[config.mk]
export PLATFORM = sky130hd
export DESIGN_NAME = cp0_ctrl
export DESIGN_NICKNAME = d
export VERILOG_FILES = /design/src/rtl/cp0_ctrl.sv
export SDC_FILE = /design/constraint.sdc
export NUM_CORES = 1
export LEC_CHECK = 0
export BUFFER_PORTS_ARGS = -buffer_cell sky130_fd_sc_hd__buf_2
export CORE_ASPECT_RATIO = 1.2
export CORE_MARGIN = 10
export CORE_UTILIZATION = 43
export DETAILED_ROUTE_END_ITERATION = 8
export GPL_TIMING_DRIVEN = 0
export HOLD_SLACK_MARGIN = 0.03
export PLACE_DENSITY = 0.76
export SLEW_MARGIN = 20
export SYNTH_ARGS = -nofsm -noshare
export SYNTH_HDL_FRONTEND = slang
export SYNTH_SLANG_ARGS = --single-unit
[constraint.sdc]
create_clock -name clk -period 2.1 [get_ports clk]
set_clock_uncertainty 0.15 [all_clocks]
set_input_delay 0.525 -clock clk [delete_from_list [all_inputs] [get_ports clk]]
set_output_delay 0.525 -clock clk [all_outputs]
set_load 0.02 [all_outputs]
[src/rtl/cp0_ctrl.sv]
// Coprocessor-0 exception/interrupt controller beside the M stage: holds SR/Cause/EPC/PRId,
// raises the flush request combinationally and serves mfc0/mtc0 plus the eret target.
module cp0_ctrl #(
  parameter logic [31:0] PRID_VALUE   = 32'h2023_0007,
  parameter int          HW_INT_WIDTH = 6
) (
  input  logic                    clk,
  input  logic                    reset,
  input  logic                    we,
  input  logic [4:0]              cp0_addr,
  input  logic [31:0]             cp0_wdata,
  output logic [31:0]             cp0_rdata,
  input  logic [31:0]             m_pc,
  input  logic                    m_delaySlot,
  input  logic [4:0]              m_excCode,
  input  logic                    m_eret,
  input  logic [HW_INT_WIDTH-1:0] hw_int,
  output logic                    req,
  output logic [31:0]             epc_out
);

  localparam logic [4:0] ADDR_SR    = 5'd12;
  localparam logic [4:0] ADDR_CAUSE = 5'd13;
  localparam logic [4:0] ADDR_EPC   = 5'd14;
  localparam logic [4:0] ADDR_PRID  = 5'd15;

  logic [HW_INT_WIDTH-1:0] sr_im;
  logic                    sr_exl;
  logic                    sr_ie;
  logic                    cause_bd;
  logic [HW_INT_WIDTH-1:0] cause_ip;
  logic [4:0]              cause_exc;
  logic [31:0]             epc;

  logic        int_req;
  logic        exc_req;
  logic [31:0] sr_word;
  logic [31:0] cause_word;

  assign int_req = (|(hw_int & sr_im)) & sr_ie & ~sr_exl;
  assign exc_req = (m_excCode != 5'd0) & ~sr_exl;
  assign req     = reset & (int_req | exc_req);
  assign epc_out = epc;

  always_comb begin
    sr_word                       = '0;
    sr_word[10 +: HW_INT_WIDTH]   = sr_im;
    sr_word[1]                    = sr_exl;
    sr_word[0]                    = sr_ie;
    cause_word                    = '0;
    cause_word[31]                = cause_bd;
    cause_word[10 +: HW_INT_WIDTH] = cause_ip;
    cause_word[6:2]               = cause_exc;
  end

  // Read path shows pre-edge register contents; no bypass of same-cycle writes.
  always_comb begin
    cp0_rdata = 32'd0;
    case (cp0_addr)
      ADDR_SR:    cp0_rdata = sr_word;
      ADDR_CAUSE: cp0_rdata = cause_word;
      ADDR_EPC:   cp0_rdata = epc;
      ADDR_PRID:  cp0_rdata = PRID_VALUE;
      default:    cp0_rdata = 32'd0;
    endcase
  end

  always_ff @(posedge clk) begin
    if (!reset) begin
      sr_im     <= '0;
      sr_exl    <= 1'b0;
      sr_ie     <= 1'b0;
      cause_bd  <= 1'b0;
      cause_ip  <= '0;
      cause_exc <= 5'd0;
      epc       <= 32'd0;
    end else begin
      // IP tracks the raw lines every cycle so masked interrupts stay visible.
      cause_ip <= hw_int;
      if (req) begin
        sr_exl    <= 1'b1;
        cause_bd  <= m_delaySlot;
        cause_exc <= int_req ? 5'd0 : m_excCode;
        epc       <= m_delaySlot ? (m_pc - 32'd4) : m_pc;
      end else if (m_eret) begin
        sr_exl <= 1'b0;
      end else if (we) begin
        if (cp0_addr == ADDR_SR) begin
          sr_im  <= cp0_wdata[10 +: HW_INT_WIDTH];
          sr_exl <= cp0_wdata[1];
          sr_ie  <= cp0_wdata[0];
        end else if (cp0_addr == ADDR_EPC) begin
          epc <= cp0_wdata;
        end
      end
    end
  end

endmodule

==> Word level (Yosys, flattened, before mapping) <==
Index checks and enable logic that the tools add are counted.
{ "totals": {"reg_bits": 52, "in_bits": 85, "output_inout_bits": 65, "elab_cells": 44} }
{ "classes": {"addsub": 1, "n_eq_ne": 6, "n_mux": 12, "bitwise_logic": 9, "n_reduce_logical": 9} }
{ "ops": {"columns": ["cell", "n"], "rows": [
  ["two-way mux 32 bit", 6],
  ["case mux 32 bit (4 select lines)", 1],
  ["subtractor 32 x 3 -> 32 bit, second input constant", 1],
  ["equality test 5 x 4 -> 1 bit, second input constant", 4],
  ["AND reduction 4 bit", 2],
  ["bitwise AND 6 bit", 1],
  ["nonzero test 3 bit", 2],
  ["OR reduction 6 bit", 1],
  ["two-way mux 5 bit", 1],
  ["nonzero test 5 bit", 1],
  ["bitwise AND 1 bit", 4],
  ["two-way mux 1 bit", 4],
  ["nonzero test 2 bit", 2],
  ["inverter 1 bit", 3],
  ["inequality test 2 x 1 -> 1 bit, second input constant", 1],
  ["inequality test 2 bit, second input constant", 1],
  ["AND reduction 2 bit", 1],
  ["bitwise OR 1 bit", 1]
]} }

==> Logic depth before layout (Yosys ltp) <==
{ "depth": {"ltp_word": 8, "mapped_depth": 8, "ltp_nobuf": 7} }

==> Worst setup path after synthesis <==
Ideal clock, no wire load.
{ "synth_path": {"path_type": "in2out", "startpoint": "in cp0_addr[0]", "endpoint": "out cp0_rdata[3]", "t_arrival_ns": 1.582, "t_required_ns": 1.425, "path_slack_ns": -0.157, "path_stages": 5, "path_buffers": 2, "path_cell_list": "buf_2 > nor2b_1 > clkbuf_1 > a22oi_1 > nor2_1"} }
{ "synth_via": {"elab_chain_len": 2, "elab_cells_between_ends": 5, "cone_classes": "eq/ne (4); mux (1)"} }
{ "synth_lines": {"columns": ["item", "line_no", "rtl"], "rows": [
  ["start, declared", "10", "input logic [4:0] cp0_addr,"],
  ["equality test 5 x 4 -> 1 bit", "59", "case (cp0_addr)"],
  ["case mux 32 bit (4 select lines) (*)", "59", null],
  ["end, declared", "12", "output logic [31:0] cp0_rdata,"]
]} }
Mark *: on every way between the ends. The rest lies on a longest branch, timed or not.

==> Worst setup path in the final report <==
{ "layout_path": {"startpoint": "in hw_int[2]", "endpoint": "out req"} }
{ "layout_via": {"elab_chain_len": 6} }
{ "layout_lines": {"columns": ["item", "line_no", "rtl"], "rows": [
  ["start, declared", "17", "input logic [HW_INT_WIDTH-1:0] hw_int,"],
  ["bitwise AND 6 bit", "40", "assign int_req = (|(hw_int & sr_im)) & sr_ie & ~sr_exl;"],
  ["OR reduction 6 bit", "40", null],
  ["bitwise AND 1 bit (2 in a row)", "40", null],
  ["bitwise OR 1 bit", "42", "assign req = reset & (int_req | exc_req);"],
  ["bitwise AND 1 bit", "42", null],
  ["end, declared", "18", "output logic req,"]
]} }
No other way between the ends.

==> summary.md <==
| Metric | Value |
|---|---|
| Via count | 3,636 |
| CTS clk-pin slew, worst paths | 0.10 ns |
| Count of TritonRoute iterations in the first routing pass | 4 |
| Routed len/inst | 19.5 µm |
| Chip Height | 116 µm |
| Metal2 WL | 6860 µm |
| Sink count of the clock tree | 52 |
| Row count | 35 |
| Worst EP arrival | 1.59 ns |
| Hold Crit Class | in -> reg |
| Shortest period the worst path allows | 2.26 ns |
| Pin count of the biggest net entering global routing | 19 |
| Port buffer count | 148 |
| DP HPWL | 9330 µm |
| First-pass GRT wire length | 19,700 µm |
| Vias in the first global route | 3,791 |
| Clock insertion delay at the later pin of the skew report | 0.31 ns |
| Post-synth EDFFs | 0 |
| Total Die Area | 11,700 µm² |
| Number of failing hold endpoints at the final stage | 0 |
| CTS tree | done |
| Metal-1 WL | 4810 µm |
| Synth Warn # | 0 |
| Max-Slew Margin vs Limit | 63.1% |
| Worst VDD drop | 0.382 mV |
| Syn-to-layout area delta | 54.1% |
| Floorplan Core Area | 7620 µm² |
| Final worst-path cycle share | 108% |
| Unrepaired setup endpoints after global routing | true |
| Worst setup path class | in -> out |
| Final-report setup violation count | 55 |
| Buffer depth of the longest clock path | 2 |
| Clock buffers created by TritonCTS | 5 |
| Die boundary width | 100 µm |
| Post-synthesis instance area | 3330 µm² |
| Max stage delay on crit path | 0.33 ns |
| I/O pin cnt | 150 |
| Setup TNS | -5.19 ns |
| Uppermost routed layer | met4 |
| CP Launch Type | primary input |
| Total detailed-routing wirelength | 13,000 µm |
| Final antenna-violating net count | 0 |
| Total power divided by cell area | 482 nW/µm² |
| Reported max-cap violation count | 0 |
| Detailed router's first-iteration violation count | 205 |
| Net count after synthesis | 486 |
| GPL Wtd Cong | 0.908 |
| Global-route congestion overflow total | 0 |
| Layout Utilization | 67.3% |
| Count of pins over their slew limit | 0 |
| Critical Path, Cell by Cell | buf_2 > a22o_1 > o31a_1 > o21ai_4 > inv_4 > buf_6 |
| Proportion of register bits with asynchronous set or reset after synthesis | 0% |
| Clock root buffer | clkbuf_8 |
| Synthesized area divided by synthesized cell count | 8.32 µm² |
| Portion of the post-synthesis area used by sequential elements | 31.3% |
| Met3 wire len | 914 µm |
| Via count normalized by instance count | 5.45 |
| Endpoint class of the critical path | primary output |
| Critical path required time | 1.42 ns |
| Number of hold buffers added after CTS | 0 |
| Initial antenna violation count | 0 |
| Highest-delay cell along the critical path | o31a_1 |
| Flop-to-flop setup slack | 0.01 ns |
| Placement-stage worst setup slack | -0.595 ns |
| Initial cell density of the core | 43.7% |
| Post-Synthesis Cells | 400 |
| Lkg Pwr | 2.47 nW |
| Post-synthesis register bit count | 52 |
| Filler instances | 607 |
| Library cells used by synthesis | 44 |
| Final WS setup | -0.161 ns |
| Share of final-layout standard cells stronger than drive strength 1 | 42.6% |
| Result of the run | finished, violations left |
| Peak Freq | 442 MHz |
| Number of design rule violations left after detail routing | 0 |
| Failing checks | setup timing |
| Maximum net fanout on the critical path | 2 |
| Layout Nets | 660 |
| Total track usage | 21.2% |
| Pin slew with the least headroom to its limit | 0.548 ns |
| N_diodes | 0 |
| H-tree levels | 2 |
| Main flop type after synthesis | dfxtp_1 |
[power breakdown]
group | internal, mW | leakage [nW] | switching, mW
Combinational | 0.313 | 1.99 | 0.412
Sequential | 1.06 | 0.430 | 0.0574
Clock | 0.244 | 0.0487 | 0.381
Total | 1.62 | 2.47 | 0.850
[cells in the mapped netlist, types with 3 or more instances]
cell	number	area, µm²
nor2_1	37	139
and2_1	23	144
clkbuf_1	16	60.1
nor2b_1	5	31.3
a22o_1	3	26.3
xnor2_1	9	78.8
a22oi_1	5	37.5
o21ai_0	5	25.0
o211a_1	26	260
a21boi_0	3	22.5
nand3_1	7	35.0
mux2i_1	46	460
and3_1	7	43.8
buf_2	9	45.0
xor2_1	18	158
nor3_1	9	45.0
dfxtp_1	52	1040
nor4_1	10	62.6
a21oi_1	9	45.0
nand2_1	69	259
[cells by family after synthesis]
group / after synthesis / synth area share [%]
xor gates and xnor gates: 27 / 7.11
adders and majority gates: 1 / 0.376
DFF: 52 / 31.3
AOI/OAI and AO/OA: 57 / 14.0
buffers and inverters: 29 / 3.72
and+or+nand+nor: 188 / 29.7
muxes: 46 / 13.8
[area by class of cell]
cell class,instances,area [µm²],area share (%)
tap,92,115,2.24
inverter,3,13.8,0.268
buffer,25,243,4.73
sequential,52,1040,20.3
timing repair buffer,168,1220,23.8
clock inverter,3,26.3,0.512
clock buffer,5,68.8,1.34
multi-input combinational,319,2400,46.8
[timing repair]
action / in CTS / in global routing
gates cloned: 5 / 0
setup buffers: 15 / 2
gates resized for setup: 125 / 41
endpoints found under the setup margin: 61 / 70
pin swaps: 42 / 30
[final timing paths]
path | start | end | cells past startpoint
max | hw_int[2] | req | 6
min | hw_int[1] | cause_ip[1] | 2
max reg2reg | sr_im[2] | epc_out[12] | 8
min reg2reg | sr_im[5] | sr_im[5] | 2
[cells in the final DEF, fill, tap and decap left out, types with 3 or more instances in the layout]
master     synthesis  routed
buf_12             0       6
a21oi_1            9       5
a22oi_1            5       5
buf_4              1      10
o211a_1           26      26
nor3_1             9       8
a21oi_4            0       3
a22o_1             3       3
clkbuf_8           0       6
buf_8              0       4
clkbuf_16          0       3
nor2_1            37      26
nand2_1           69      69
dfxtp_1           52      51
nor4_1            10       8
clkbuf_4           0       3
and3_1             7       7
nand3_1            7       7
clkbuf_1          16       7
and2_1            23       9
buf_6              0      40
xnor2_1            9       9
o21ai_0            5       5
and2_4             0      14
a21boi_0           3       3
xor2_1            18      18
buf_2              9     116
mux2i_1           46      44
nor2_4             0      11
[per-stage QoR]
stage               total power [mW]  cells  cell area [µm²]  hold slack [ns]
floorplan                       1.48    400             3380            0.284
global placement                1.74    640             4240            0.299
detailed placement              1.75    640             4240            0.312
CTS                             2.44    668             5030            0.265
global route                    2.58    667             5130            0.279
finish                          2.47    667             5130            0.266
[flip-flops by register name, summed over array words and instances (netlist names)]
register / count
sr_ie: 1
sr_im: 6
sr_exl: 1
epc_out: 32
cause_bd: 1
cause_exc: 5
cause_ip: 6
[per-layer routing]
metal | track usage [%] | vias up
li1 | - | 1756
met1 | 22.9 | 1707
met2 | 38.1 | 146
met3 | 5.33 | 27
met4 | 9.53 | 0
met5 | 0 | -
[critical path: cells and delay by family]
family | cells | cell delay [ns]
AOI/OAI and AO/OA | 3 | 0.76
buffers and inverters | 3 | 0.29
Note: power is estimated with default switching activity, not from simulation.
